<file path="config.mk">
export PLATFORM = sky130hd
export DESIGN_NAME = coffee_dispense_controller_flat
export DESIGN_NICKNAME = d
export VERILOG_FILES = /design/src/rtl/coffee_dispense_controller_if.sv /design/src/rtl/coffee_dispense_controller.sv /design/src/flat_wrapper.sv
export SDC_FILE = /design/constraint.sdc
export NUM_CORES = 1
export LEC_CHECK = 0
export CORE_UTILIZATION = 50
export DETAILED_ROUTE_END_ITERATION = 12
export MAX_ROUTING_LAYER = met4
export PLACE_DENSITY = 0.72
export SYNTH_ARGS = -nofsm -noshare
export SYNTH_HDL_FRONTEND = slang
export SYNTH_SLANG_ARGS = --single-unit
</file>
<file path="constraint.sdc">
create_clock -name clk -period 5.5 [get_ports clk]
set_clock_uncertainty 0.15 [all_clocks]
set_input_delay 1.1 -clock clk [delete_from_list [all_inputs] [get_ports clk]]
set_output_delay 1.1 -clock clk [all_outputs]
set_load 0.05 [all_outputs]
</file>
<file path="src/rtl/coffee_dispense_controller_if.sv">
// Bundles the selection-side handshake and the valve/lookup side of the dispense controller.
// Controller uses the slave modport; the panel/lookup/valve side uses master.
interface coffee_dispense_controller_if;
   logic       start;
   logic [2:0] coffee_sel;
   logic       no_sugar;
   logic       cancel;
   logic [1:0] ingredient_time;
   logic [2:0] coffee_type;
   logic [2:0] state;
   logic [4:0] valve_en;
   logic       busy;
   logic       done;
   logic       error;

   modport master (
      output start, coffee_sel, no_sugar, cancel, ingredient_time,
      input  coffee_type, state, valve_en, busy, done, error
   );

   modport slave (
      input  start, coffee_sel, no_sugar, cancel, ingredient_time,
      output coffee_type, state, valve_en, busy, done, error
   );
endinterface

</file>
<file path="src/rtl/coffee_dispense_controller.sv">
// Sequences water/coffee/milk/chocolate/sugar valves, each open for lookup-time x CYCLES_PER_UNIT cycles.
// Drink takes 10 + C*sum(t) cycles to DONE; start is level-sampled in IDLE only, cancel aborts anywhere else.
module coffee_dispense_controller #(
   parameter int CYCLES_PER_UNIT = 50000000,
   parameter int PRESC_W         = 26
) (
   input logic clk,
   input logic rst_n,
   coffee_dispense_controller_if.slave bus
);
   typedef enum logic [2:0] {IDLE, LOAD, POUR, NEXT, DONE} fsm_t;

   localparam logic [PRESC_W-1:0] PRESC_MAX = PRESC_W'(CYCLES_PER_UNIT - 1);

   fsm_t               fsm_q, fsm_d;
   logic [2:0]         type_q;
   logic [2:0]         stage_q;
   logic [PRESC_W-1:0] presc_q;
   logic [1:0]         units_q;
   logic               skip_sugar_q;
   logic               error_q;

   logic start_ok, start_bad, abort, skip_stage, unit_wrap;

   assign start_ok   = bus.start && !bus.coffee_sel[2];
   assign start_bad  = bus.start &&  bus.coffee_sel[2];
   assign abort      = (fsm_q != IDLE) && bus.cancel;
   assign skip_stage = (bus.ingredient_time == 2'd0) || ((stage_q == 3'd4) && skip_sugar_q);
   assign unit_wrap  = (presc_q == PRESC_MAX);

   always_ff @(posedge clk or negedge rst_n) begin
      if (!rst_n) fsm_q <= IDLE;
      else        fsm_q <= fsm_d;
   end

   always_comb begin
      fsm_d = fsm_q;
      if (abort) begin
         fsm_d = IDLE;
      end else begin
         case (fsm_q)
            IDLE:    if (start_ok) fsm_d = LOAD;
            LOAD:    fsm_d = skip_stage ? NEXT : POUR;
            POUR:    if (unit_wrap && (units_q == 2'd1)) fsm_d = NEXT;
            NEXT:    fsm_d = (stage_q == 3'd4) ? DONE : LOAD;
            DONE:    fsm_d = IDLE;
            default: fsm_d = IDLE;
         endcase
      end
   end

   always_ff @(posedge clk or negedge rst_n) begin
      if (!rst_n) begin
         type_q       <= 3'd0;
         stage_q      <= 3'd0;
         presc_q      <= '0;
         units_q      <= 2'd0;
         skip_sugar_q <= 1'b0;
         error_q      <= 1'b0;
      end else begin
         error_q <= (fsm_q == IDLE) && start_bad;
         if (abort) begin
            stage_q <= 3'd0;
            presc_q <= '0;
            units_q <= 2'd0;
         end else begin
            case (fsm_q)
               IDLE: if (start_ok) begin
                  type_q       <= bus.coffee_sel;
                  skip_sugar_q <= bus.no_sugar;
                  stage_q      <= 3'd0;
               end
               LOAD: if (!skip_stage) begin
                  units_q <= bus.ingredient_time;
                  presc_q <= '0;
               end
               // Unit counter only moves on prescaler wrap, so the pour is exactly t*C cycles.
               POUR: if (unit_wrap) begin
                  presc_q <= '0;
                  units_q <= units_q - 2'd1;
               end else begin
                  presc_q <= presc_q + PRESC_W'(1);
               end
               NEXT: if (stage_q != 3'd4) stage_q <= stage_q + 3'd1;
               DONE: stage_q <= 3'd0;
               default: ;
            endcase
         end
      end
   end

   // Decoded from registered state only, so an async reset closes the valves immediately.
   always_comb begin
      bus.valve_en = 5'b00000;
      bus.busy     = (fsm_q != IDLE);
      bus.done     = (fsm_q == DONE);
      if (fsm_q == POUR) bus.valve_en = 5'b00001 << stage_q;
   end

   assign bus.coffee_type = type_q;
   assign bus.state       = stage_q;
   assign bus.error       = error_q;
endmodule

</file>
<file path="src/flat_wrapper.sv">
// flat-port wrapper written by rule: the top's interface ports become plain ports
module coffee_dispense_controller_flat 
#(
   parameter int CYCLES_PER_UNIT = 50000000,
   parameter int PRESC_W         = 26
)
  (clk, rst_n, bus_start, bus_coffee_sel, bus_no_sugar, bus_cancel, bus_ingredient_time, bus_coffee_type, bus_state, bus_valve_en, bus_busy, bus_done, bus_error);
  coffee_dispense_controller_if bus_i ();
  input logic clk;
  input logic rst_n;
  input wire logic [$bits(bus_i.start)-1:0] bus_start;
  input wire logic [$bits(bus_i.coffee_sel)-1:0] bus_coffee_sel;
  input wire logic [$bits(bus_i.no_sugar)-1:0] bus_no_sugar;
  input wire logic [$bits(bus_i.cancel)-1:0] bus_cancel;
  input wire logic [$bits(bus_i.ingredient_time)-1:0] bus_ingredient_time;
  output wire logic [$bits(bus_i.coffee_type)-1:0] bus_coffee_type;
  output wire logic [$bits(bus_i.state)-1:0] bus_state;
  output wire logic [$bits(bus_i.valve_en)-1:0] bus_valve_en;
  output wire logic [$bits(bus_i.busy)-1:0] bus_busy;
  output wire logic [$bits(bus_i.done)-1:0] bus_done;
  output wire logic [$bits(bus_i.error)-1:0] bus_error;
  assign bus_i.start = bus_start;
  assign bus_i.coffee_sel = bus_coffee_sel;
  assign bus_i.no_sugar = bus_no_sugar;
  assign bus_i.cancel = bus_cancel;
  assign bus_i.ingredient_time = bus_ingredient_time;
  assign bus_coffee_type = bus_i.coffee_type;
  assign bus_state = bus_i.state;
  assign bus_valve_en = bus_i.valve_en;
  assign bus_busy = bus_i.busy;
  assign bus_done = bus_i.done;
  assign bus_error = bus_i.error;
  coffee_dispense_controller #(.CYCLES_PER_UNIT(CYCLES_PER_UNIT), .PRESC_W(PRESC_W)) u_core (.clk(clk), .rst_n(rst_n), .bus(bus_i));
endmodule
</file>
# --- Yosys cells after proc, flatten, opt, wreduce, memory -nomap -nowiden ---
# Index checks and enable logic that the tools add are counted.
word_totals:
  word_cells: 62
  inputBits: 10
  register_bits: 39
  out_inout_bits: 14
classes:
  n_eq_ne: 13
  bitwise_logic: 1
  reduce_logical: 18
  addsub: 3
  n_shift: 1
  mux: 19
ops:
  columns: ["op", "count"]
  rows:
  - ["$mux W26", 3]
  - ["$pmux W26 S2", 1]
  - ["$add A26 B1 Y26 const B", 1]
  - ["$eq A26 B26 Y1 const B", 1]
  - ["$mux W3", 7]
  - ["$ne A3 B1 Y1 const B", 4]
  - ["$pmux W3 S4", 1]
  - ["$pmux W3 S3", 1]
  - ["$reduce_and A3 Y1", 3]
  - ["$eq A3 B2 Y1 const B", 2]
  - ["$eq A3 B3 Y1 const B", 2]
  - ["$logic_and A1 B1 Y1", 6]
  - ["$mux W2", 3]
  - ["$reduce_bool A3 Y1", 2]
  - ["$mux W5", 1]
  - ["$shl A1 B3 Y5 const A", 1]
  - ["$pmux W2 S2", 1]
  - ["$reduce_and A2 Y1", 2]
  - ["$reduce_bool A4 Y1", 1]
  - ["$add A3 B1 Y3 const B", 1]
  - ["$eq A3 B1 Y1 const B", 1]
  - ["$logic_not A3 Y1", 1]
  - ["$ne A3 B2 Y1 const B", 1]
  - ["$ne A3 B3 Y1 const B", 1]
  - ["7 further kinds", 7]

# --- Depth between registers and ports, before layout ---
# Gate-level depths: netlist of the first run.
depth:
  word_depth: 6
  mapped_depth: 9
  ltp_nobuf: 7

# --- Least setup slack after synthesis of the first run ---
# OpenSTA, ideal clock, no wires.
synth_timing:
  path_kind: "register to output"
  startpoint: "register u_core.stage_q[0] (netlist: u_core.bus.state[0])"
  endpoint: "output port bus_valve_en[4]"
  required_ps: 4250
  t_arrival_ps: 1709
  n_path_buf: 0
  slack_ps: 2541
  stages_incl_launch_ff: 5
  path_cell_list: "dfrtp_1 > inv_1 > ha_1 > nand2_1 > nor2_1"
synth_via:
  elab_chain_len: 2
synth_lines:
  columns: ["item", "line_no", "rtl"]
  rows:
  - ["start, declared", "coffee_dispense_controller.sv:17", "logic [2:0] stage_q;"]
  - ["start signal, assigned", "coffee_dispense_controller.sv:84", "NEXT: if (stage_q != 3'd4) stage_q <= stage_q + 3'd1;"]
  - ["$shl A1 B3 Y5", "coffee_dispense_controller.sv:97", "if (fsm_q == POUR) bus.valve_en = 5'b00001 << stage_q;"]
  - ["$mux W5", "coffee_dispense_controller.sv:97", null]
  - ["end, declared", "flat_wrapper.sv:18", "output wire logic [$bits(bus_i.valve_en)-1:0] bus_valve_en;"]
# No other way between the ends.

# --- Worst setup path after layout of the first run ---
layout_timing:
  startpoint: "register u_core.fsm_q[0]"
  endpoint: "output port bus_valve_en[0]"
layout_via:
  elab_chain_len: 2
layout_lines:
  columns: ["item", "line_no", "rtl"]
  rows:
  - ["start, declared", "coffee_dispense_controller.sv:15", "fsm_t fsm_q, fsm_d;"]
  - ["start signal, assigned", "coffee_dispense_controller.sv:33", "else fsm_q <= fsm_d;"]
  - ["$eq A3 B2 Y1", "coffee_dispense_controller.sv:97", null]
  - ["$mux W5", "coffee_dispense_controller.sv:97", null]
# No other way between the ends.

==> summary.txt, run 1 <==
Finish
  • Core Util, Final: 59.8%
  • Fin nets: 298
  • Post-Layout Cell Count: 334
  • Layout area overhead: 13.7%
  • Share of layout cells above drive strength 1: 8.51%
  • # diodes: 0

Global route
  • Grt total ovfl: 0
  • Largest net degree at the start of global routing: 40
  • Number of global-route vias before repair: 1832
  • Initial antenna violation count: 0
  • Tot GR Track Use: 22.7%
  • First-pass GRT wire length: 8.61 mm

Drt
  • DRT Pass-1 Iters: 4
  • DR iter-0 viols: 170
  • Post-route ant nets: 0
  • WL final: 4.97 mm
  • Total number of vias: 2029
  • Number of remaining DRC errors: 0
  • Vias per cell: 6.07
  • Drt wl/cell: 14.9 µm

Placed design
  • Routability cong.: 0.908
  • IO buf count: 23
  • Placed cell count: 326
  • Dpl hpwl: 3.64 mm

Timing
  • Worst-Margin Slew: 0.923 ns
  • Period minus WS final: 3.59 ns
  • Period Utilization, post-route: 65.2%
  • Final Hold Slack: 0.359 ns
  • Final TNS setup: 0 ns
  • Slew margin rel.: 38.5%
  • Fmax: 0.279 GHz
  • Final Hold Violating Endpoints: 0
  • Setup violation total in the final timing report: 0
  • Fin. max-slew vios: 0
  • Unrepaired setup endpoints after global routing: false

Yosys
  • Synth unique cells: 45
  • Dominant synthesized flop cell: dfrtp_1
  • Register area share after synthesis: 42.3%
  • Syn Nets: 279
  • FFs w/ async S/R, synth: 100%
  • Adder-Cell Fraction of Synth Area: 3.80%
  • Number of synthesized flops with an enable pin: 0
  • Yosys synthesis warning count: 0
  • Post-Synth Simple-Gate Area: 28.3%
  • Post-synthesis mux area share: 2.82%
  • Xor-xnor portion of the synthesized cell area: 1.90%
  • Mean Syn Cell Area: 8.80 µm²
  • FF+latch count, synth: 39
  • Compound-Gate Fraction of Synth Area: 14.8%
  • Mapped cell area: 2310 µm²
  • Largest family of logic cells by synthesized area: simple AND/OR/NAND/NOR gates
  • Cell count after synthesis: 262

Job
  • Max cap viols: 0

Floorplan
  • Total core area: 4380 µm²
  • Die width: 69.9 µm
  • Initial Util: 52.6%
  • Io pins: 24
  • Die height: 69.9 µm
  • Row cnt: 24
  • Die area: 4890 µm²

Clock network
  • CTS H-Tree Depth: 2
  • Clk_lat worst skew: 0.29 ns
  • Clk slew on worst S/H paths: 0.07 ns
  • CTS tree: built
  • Cts bufs inserted: 5
  • Setup bufs post-CTS: 0
  • Total clock sinks: 39
  • Max clock buf depth: 2
  • Clock root cell: clkbuf_8
  • Post-cts sizing count: 0
  • Cts hold-fix bufs: 0

Critical path
  • Critical path buffer and inverter count: 1
  • CP Data Arrival Time: 2.34 ns
  • CP startpoint kind: flip-flop
  • Slowest CP cell: clkdlybuf4s50_1
  • WP data required: 4.25 ns
  • Crit-path leading delay family: buffers and inverters
  • Critical Path Fanout Max: 12
  • Cells along the critical path: nor2_1 > nand2_1 > nor2_1 > and2_1 > clkdlybuf4s50_1
  • WP depth: 5
  • R2R depth: 7
  • Crit end category: primary output
  • Kind of critical path: reg -> out
  • Crit path largest cell delay: 0.79 ns
  • Worst path most repeated cell: nor2_1

Pwr
  • Worst VDD drop: 0.194 mV
  • Pleak: 1.01 nW
  • Cell Pwr Density: 333 nW/µm²
  • Final Power: 0.874 mW

Worst hold path
  • Hold path cells: 1
  • HP Class: reg -> reg

Run status
  • Status: complete, no violations
[layout make-up]
cell class | instances | area [µm²]
repair buffers | 25 | 240
clock buffers | 7 | 76.3
clock inverters | 1 | 5.00
flip-flops and latches | 39 | 976
multi-input cells | 191 | 1190
well taps | 52 | 65.1
inverters | 19 | 71.3
fillers | 404 | 1760
[sequential cells by signal (all words and copies together) (netlist names)]
name and cells:
u_core.bus.coffee_type 3, u_core.bus.error 1, u_core.bus.state 3, u_core.fsm_q 3, u_core.presc_q 26, u_core.skip_sugar_q 1
u_core.units_q 2
[metal layers]
metal	global-route usage (%)	wire length [µm]
met3	5.48	204
met5	-	0
met1	30.2	2360
met4	6.44	70
met2	34.9	2340
[cell usage in the layout (no fill, tap or decap), types with 7 or more instances in the layout]
| cell type | instances |
|---|---|
| dfrtp_1 | 39 |
| a21oi_1 | 8 |
| o22ai_1 | 9 |
| nor4_1 | 7 |
| nor3_1 | 8 |
| nand4_1 | 10 |
| nor2_1 | 16 |
| clkdlybuf4s50_1 | 22 |
| inv_1 | 19 |
| a31oi_1 | 16 |
| nand2_1 | 18 |
| nand3_1 | 21 |
| ha_1 | 7 |
| o21ai_0 | 12 |
[through the flow]
step / setup slack (ns) / area (µm²)
4_1_cts: 1.92 / 2620
3_5_place_dp: 1.75 / 2540
6_report: 1.91 / 2620
2_1_floorplan: 2.54 / 2310
3_3_place_gp: 1.81 / 2540
5_1_grt: 1.76 / 2620
[logic make-up after synthesis]
family                     count (synthesis)
xor gates and xnor gates                   5
DFF                                       39
and+or+nand+nor                          117
buffers and inverters                     32
muxes                                      6
AOI/OAI and AO/OA                         56
adders and majority gates                  7
[report_power, final]
group / internal, mW / leakage, nW / switching (mW) / total (mW)
registers: 0.317 / 0.533 / 0.0379 / 0.355
clock network: 0.0890 / 0.0422 / 0.0950 / 0.184
logic: 0.116 / 0.435 / 0.218 / 0.334
total: 0.522 / 1.01 / 0.351 / 0.874
[path summary, 6_finish.rpt]
check / from / slack (ns) / end
hold reg to reg: u_core.bus.coffee_type[2] / 0.36 / u_core.bus.coffee_type[2]
min in group asynchronous: rst_n / 0.75 / u_core.bus.coffee_type[0]
setup reg to reg: u_core.bus.state[0] / 2.71 / u_core.units_q[1]
max in group asynchronous: rst_n / 3.92 / u_core.presc_q[8]
setup / recovery: u_core.fsm_q[0] / 1.91 / bus_valve_en[0]
hold / removal: u_core.bus.coffee_type[2] / 0.36 / u_core.bus.coffee_type[2]
[cell usage after synthesis, types with 8 or more instances]
cell     count  area, µm²
dfrtp_1     39        976
a31oi_1     16        100
inv_1       19       71.3
a21oi_1      8       40.0
nand2_1     18       67.6
nand4_1     10       62.6
o22ai_1      9       56.3
nor3_1       8       40.0
nand3_1     21        105
nor2_1      16       60.1
o21ai_0     12       60.1
No activity file was read; power rests on OpenSTA's default activity.
==> run 2: changes to the inputs <==
--- a/config.mk
+++ b/config.mk
@@ -8,7 +8,7 @@
 export CORE_UTILIZATION = 50
 export DETAILED_ROUTE_END_ITERATION = 12
 export MAX_ROUTING_LAYER = met4
-export PLACE_DENSITY = 0.72
+export PLACE_DENSITY = 0.74
 export SYNTH_ARGS = -nofsm -noshare
 export SYNTH_HDL_FRONTEND = slang
 export SYNTH_SLANG_ARGS = --single-unit
==> constraint.sdc (replaced) <==
create_clock -name clk -period 2.9 [get_ports clk]
set_clock_uncertainty 0.15 [all_clocks]
set_input_delay 0.58 -clock clk [delete_from_list [all_inputs] [get_ports clk]]
set_output_delay 0.58 -clock clk [all_outputs]
set_load 0.05 [all_outputs]
==> run 2 against run 1 <==
  * Largest power group is now combinational logic
  * Hold slack worse by 0.11 ns
  * Power is 99% higher
  * Cell count is 1.8% higher
==> summary.txt, run 2 (synthesis gave the netlist of run 1 again) <==
Timing
  • Unrepaired setup endpoints after global routing: false (unchanged)
  • Slew margin rel.: 37.5% (was 38.5%)
  • Period minus WS final: 2.74 ns
  • Worst-Margin Slew: 0.937 ns (was 0.923 ns)
  • Final Hold Violating Endpoints: 0 (unchanged)
  • Setup violation total in the final timing report: 0 (unchanged)
  • Fin. max-slew vios: 0 (unchanged)
  • Fmax: 0.365 GHz
  • Period Utilization, post-route: 94.4%

Placed design
  • Dpl hpwl: 3.83 mm (was 3.64 mm)
  • Routability cong.: 0.908 (about the same)
  • IO buf count: 23 (unchanged)
  • Placed Area: 2580 µm² (was 2540 µm²)
  • Placed cell count: 332 (was 326)

Clock network
  • Total clock sinks: 39 (unchanged)
  • CTS tree: built (unchanged)
  • Max clock buf depth: 2 (unchanged)
  • Clk_lat worst skew: 0.29 ns (about the same)
  • Clock root cell: clkbuf_8 (unchanged)
  • Cts bufs inserted: 5 (unchanged)
  • CTS H-Tree Depth: 2 (unchanged)
  • Clk slew on worst S/H paths: 0.07 ns (about the same)
  • Setup bufs post-CTS: 0 (unchanged)

Finish
  • Fin nets: 304 (was 298)
  • Core Util, Final: 61.2% (was 59.8%)
  • # diodes: 0 (unchanged)
  • Share of layout cells above drive strength 1: 11.8% (was 8.51%)
  • Most frequent cells in the layout: 39 x dfrtp_1, 21 x nand3_1, 19 x inv_1 (was 39 x dfrtp_1, 22 x clkdlybuf4s50_1, 21 x nand3_1)
  • Layout area overhead: 16.3% (was 13.7%)
  • Area of the multi-input gates: 1190 µm² (unchanged)
  • Commonest non-fill, non-tap cell in the layout: dfrtp_1 (unchanged)
  • Max FFs per register: 26 (unchanged)
  • Layout filler cell count: 406 (was 404)
  • Fin area: 2680 µm² (was 2620 µm²)
  • Biggest register: u_core.presc_q (unchanged)
  • Post-Layout Cell Count: 340 (was 334)
  • Reg area: 976 µm² (unchanged)

Job
  • Max cap viols: 0 (unchanged)

Drt
  • WL final: 5.33 mm (was 4.97 mm)
  • Post-route ant nets: 0 (unchanged)
  • DRT Pass-1 Iters: 4 (unchanged)
  • Total number of vias: 2062 (was 2029)
  • Vias per cell: 6.06 (was 6.07)
  • DR iter-0 viols: 181 (was 170)
  • Number of remaining DRC errors: 0 (unchanged)
  • Drt wl/cell: 15.7 µm (was 14.9 µm)

Critical path
  • Cells along the critical path: nor2_1 > and3_1 > clkdlybuf4s50_1 (was nor2_1 > nand2_1 > nor2_1 > and2_1 > clkdlybuf4s50_1)
  • CP Data Arrival Time: 2.01 ns (was 2.34 ns)
  • Crit path largest cell delay: 0.80 ns (was 0.79 ns)
  • Worst r2r src: u_core.bus.state[0] (unchanged)
  • FF-to-FF setup slack: 0.22 ns (was 2.71 ns)
  • R2R depth: 8 (was 7)
  • Critical Path Fanout Max: 8 (was 12)
  • RR Endpoint: u_core.units_q[1] (unchanged)
  • CP startpoint kind: flip-flop (unchanged)
  • Slowest CP cell: clkdlybuf4s50_1 (unchanged)
  • Crit end category: primary output (unchanged)
  • Kind of critical path: reg -> out (unchanged)
  • WP data required: 2.17 ns (was 4.25 ns)

Floorplan
  • Total core area: 4380 µm² (unchanged)
  • Initial Util: 52.6% (unchanged)
  • Die area: 4890 µm² (unchanged)
  • Die width: 69.9 µm (unchanged)
  • Row cnt: 24 (unchanged)
  • Io pins: 24 (unchanged)
  • Die height: 69.9 µm (unchanged)

Pwr
  • Final Power: 1.74 mW (was 0.874 mW)
  • Pleak: 1.07 nW (was 1.01 nW)
  • Cell Pwr Density: 649 nW/µm² (was 333 nW/µm²)
  • Worst VDD drop: 0.378 mV (was 0.194 mV)

Global route
  • Initial antenna violation count: 0 (unchanged)
  • Largest net degree at the start of global routing: 40 (unchanged)
  • Number of global-route vias before repair: 1967 (was 1832)
  • Grt total ovfl: 0 (unchanged)
  • Tot GR Track Use: 24.7% (was 22.7%)
  • First-pass GRT wire length: 9.32 mm (was 8.61 mm)

Run status
  • Status: complete, no violations (unchanged)

Worst hold path
  • HP Class: in -> async (was reg -> reg)
-- run 2: cell types whose count changed in the layout (fill, tap and decap cells not counted), sizes merged --
| cell | before | now |
|---|---|---|
| dlymetal6s2s | 0 | 1 |
| clkdlybuf4s50 | 22 | 18 |
| clkbuf | 7 | 8 |
| buf | 3 | 12 |
| clkinv | 1 | 0 |
-- run 2: through the flow --
stage | setup TNS [ns] | setup slack (ns) | hold slack, ns
finish | 0 | 0.163 | 0.252
CTS | 0 | 0.0670 | 0.280
global placement | 0 | 0.00655 | 0.331
detailed placement | -0.0326 | -0.0241 | 0.337
global route | 0 | 0.0153 | 0.329
floorplan | 0 | 0.221 | 0.134
-- run 2: power by group --
part           total (mW)  internal (mW)  switching [mW]
Combinational       0.677          0.240           0.437
Sequential          0.660          0.602          0.0575
Clock               0.404          0.217           0.187
-- run 2: routing by layer --
layer,vias up,global-route usage [%],share of wire [%]
li1,1015,-,-
met1,1009,33.2,47
met2,34,37.3,49
met3,4,5.77,3.2
met4,0,7.78,0.81
met5,-,-,0
-- run 2: layout make-up --
| cell class | instances | share of cell area [%] |
|---|---|---|
| clock buffer | 8 | 3.73 |
| inverter | 19 | 2.66 |
| sequential | 39 | 36.4 |
| tap | 52 | 2.43 |
| multi-input combinational | 191 | 44.3 |
| timing repair buffer | 31 | 10.5 |
-- run 2: worst max-delay path by stage --
| stage | from | to | slack (ns) | cells past startpoint |
|---|---|---|---|---|
| finish | u_core.fsm_q[2] | bus_valve_en[3] | 0.16 | 3 |
| global route | u_core.bus.state[0] | u_core.units_q[1] | 0.02 | 8 |
| CTS | u_core.fsm_q[2] | bus_valve_en[4] | 0.07 | 4 |
| detailed placement | bus_ingredient_time[0] | u_core.units_q[1] | -0.02 | 7 |
| global placement | bus_ingredient_time[1] | u_core.units_q[1] | 0.007 | 7 |
| floorplan | u_core.bus.state[0] | u_core.presc_q[25] | 0.22 | 8 |
-- run 2: timing repair --
item                                   CTS  global route
endpoints found under the hold margin    0             0
gates resized for setup                  0             1
setup endpoints to repair                0             1
hold buffers                             0             0
-- run 2: worst max-delay path: cells and delay by family (launching register included) --
kind                   cells  cell delay [ns]
buffers and inverters      1             0.80
flip-flops                 1             0.46
AND/OR/NAND/NOR            2             0.46
==> run 3: changes to the inputs <==
--- a/config.mk
+++ b/config.mk
@@ -9,6 +9,7 @@
 export DETAILED_ROUTE_END_ITERATION = 12
 export MAX_ROUTING_LAYER = met4
 export PLACE_DENSITY = 0.74
+export SETUP_SLACK_MARGIN = 0.05
 export SYNTH_ARGS = -nofsm -noshare
 export SYNTH_HDL_FRONTEND = slang
 export SYNTH_SLANG_ARGS = --single-unit
==> run 3 against run 2 <==
  * Via count down 1.3%
  * Routed wire length down 0.26%
  * First-iteration DRC count up 1.7%
  * Design area up 0.14%
  * Die area unchanged
  * Highest routed layer unchanged
==> summary.txt, run 3 (synthesis gave the netlist of run 1 again) <==
Critical path
  • CP Data Arrival Time: 2.02 ns (was 2.01 ns)
  • WP depth: 3 (unchanged)
  • Critical Path Fanout Max: 8 (unchanged)
  • Crit-path leading delay family: buffers and inverters (unchanged)
  • WP data required: 2.17 ns (about the same)
  • Critical path buffer and inverter count: 1 (unchanged)
  • CP startpoint kind: flip-flop (unchanged)
  • R2R depth: 8 (unchanged)
  • Crit end category: primary output (unchanged)
  • Cells along the critical path: nor2_1 > and3_1 > clkdlybuf4s50_1 (unchanged)
  • Crit path largest cell delay: 0.80 ns (about the same)
  • Kind of critical path: reg -> out (unchanged)
  • Slowest CP cell: clkdlybuf4s50_1 (unchanged)

Floorplan
  • Initial Util: 52.6% (unchanged)
  • Row cnt: 24 (unchanged)
  • Die width: 69.9 µm (unchanged)
  • Die area: 4890 µm² (unchanged)
  • Io pins: 24 (unchanged)
  • Total core area: 4380 µm² (unchanged)
  • Die height: 69.9 µm (unchanged)

Timing
  • Slew margin rel.: 41.6% (was 37.5%)
  • Fmax: 0.364 GHz (was 0.365 GHz)
  • Worst-Margin Slew: 0.876 ns (was 0.937 ns)
  • Period minus WS final: 2.75 ns (was 2.74 ns)
  • Final Hold Violating Endpoints: 0 (unchanged)
  • Period Utilization, post-route: 94.8% (was 94.4%)
  • Unrepaired setup endpoints after global routing: false (unchanged)
  • Setup violation total in the final timing report: 0 (unchanged)
  • Fin. max-slew vios: 0 (unchanged)

Global route
  • First-pass GRT wire length: 9.32 mm (unchanged)
  • Grt total ovfl: 0 (unchanged)
  • Number of global-route vias before repair: 1967 (unchanged)
  • Largest net degree at the start of global routing: 40 (unchanged)
  • Initial antenna violation count: 0 (unchanged)
  • Tot GR Track Use: 24.7% (unchanged)

Job
  • Max cap viols: 0 (unchanged)

Clock network
  • Total clock sinks: 39 (unchanged)
  • Clk_lat worst skew: 0.29 ns (about the same)
  • CTS tree: built (unchanged)
  • Post-cts sizing count: 0 (unchanged)
  • Clk slew on worst S/H paths: 0.07 ns (about the same)
  • Cts hold-fix bufs: 0 (unchanged)
  • Clock root cell: clkbuf_8 (unchanged)
  • Setup bufs post-CTS: 0 (unchanged)
  • Cts bufs inserted: 5 (unchanged)
  • Max clock buf depth: 2 (unchanged)
  • CTS H-Tree Depth: 2 (unchanged)

Placed design
  • Routability cong.: 0.908 (unchanged)
  • Dpl hpwl: 3.83 mm (unchanged)
  • IO buf count: 23 (unchanged)

Pwr
  • Final Power: 1.75 mW (was 1.74 mW)
  • Worst VDD drop: 0.360 mV (was 0.378 mV)
  • Cell Pwr Density: 651 nW/µm² (was 649 nW/µm²)
  • Pleak: 1.07 nW (about the same)

Drt
  • Number of remaining DRC errors: 0 (unchanged)
  • DR iter-0 viols: 184 (was 181)
  • DRT Pass-1 Iters: 4 (unchanged)
  • WL final: 5.32 mm (was 5.33 mm)
  • Total number of vias: 2036 (was 2062)
  • Drt wl/cell: 15.6 µm (was 15.7 µm)
  • Vias per cell: 5.99 (was 6.06)
  • Post-route ant nets: 0 (unchanged)

Finish
  • Biggest register: u_core.presc_q (unchanged)
  • # diodes: 0 (unchanged)
  • Core Util, Final: 61.2% (about the same)
  • Share of layout cells above drive strength 1: 12.2% (was 11.8%)
  • Layout area overhead: 16.4% (was 16.3%)
  • Fin nets: 304 (unchanged)
  • Commonest non-fill, non-tap cell in the layout: dfrtp_1 (unchanged)
  • Most frequent cells in the layout: 39 x dfrtp_1, 21 x nand3_1, 19 x inv_1 (unchanged)
  • Max FFs per register: 26 (unchanged)

Worst hold path
  • HP Class: in -> async (unchanged)

Run status
  • Status: complete, no violations (unchanged)
[run 3: final cells by class]
class                           instances  area [µm²]
Inverter                               19        71.3
Timing Repair Buffer                   31         280
Tap cell                               52        65.1
Clock buffer                            8         100
Multi-Input combinational cell        191        1190
Sequential cell                        39         976
Fill cell                             407        1700
[run 3: worst paths after layout]
path                                              to  slack, ns                 startpoint
max                                  bus_valve_en[3]       0.15            u_core.fsm_q[2]
min                        u_core.bus.coffee_type[0]       0.25                      rst_n
max reg2reg                       u_core.presc_q[25]       0.32        u_core.bus.state[0]
min reg2reg                u_core.bus.coffee_type[2]       0.35  u_core.bus.coffee_type[2]
max in group asynchronous            u_core.fsm_q[2]       1.80                      rst_n
min in group clk           u_core.bus.coffee_type[2]       0.35  u_core.bus.coffee_type[2]
[run 3: stage by stage]
stage | hold slack, ns | area, µm² | cells | worst slack (ns) | setup TNS, ns
final | 0.250 | 2690 | 340 | 0.152 | 0
after global routing | 0.329 | 2690 | 340 | 0.0639 | 0
after CTS | 0.280 | 2680 | 340 | 0.0670 | 0
after detailed placement | 0.337 | 2580 | 332 | -0.0241 | -0.0326
after global placement | 0.331 | 2580 | 332 | 0.00655 | 0
after floorplan | 0.134 | 2310 | 262 | 0.221 | 0
[run 3: power breakdown]
group | internal, mW | switching (mW) | total, mW
clock network | 0.217 | 0.189 | 0.406
registers | 0.602 | 0.0569 | 0.659
logic | 0.242 | 0.442 | 0.684
[run 3: layer usage]
metal,vias up,routed length [µm],global-route usage [%],share of wire (%)
li1,1015,-,-,-
met1,975,2420,33.2,45
met5,-,0,-,0
met2,42,2610,37.3,49
met3,4,243,5.77,4.6
met4,0,51,7.78,0.96
[run 3: worst register-to-register path: stages (launching register included)]
cell,delay (ns)
dfrtp_1,0.43
inv_1,0.09
ha_1,0.23
nand3_1,0.14
a211oi_1,0.10
buf_4,0.18
or3_1,0.51
or4_4,0.56
a21oi_2,0.13
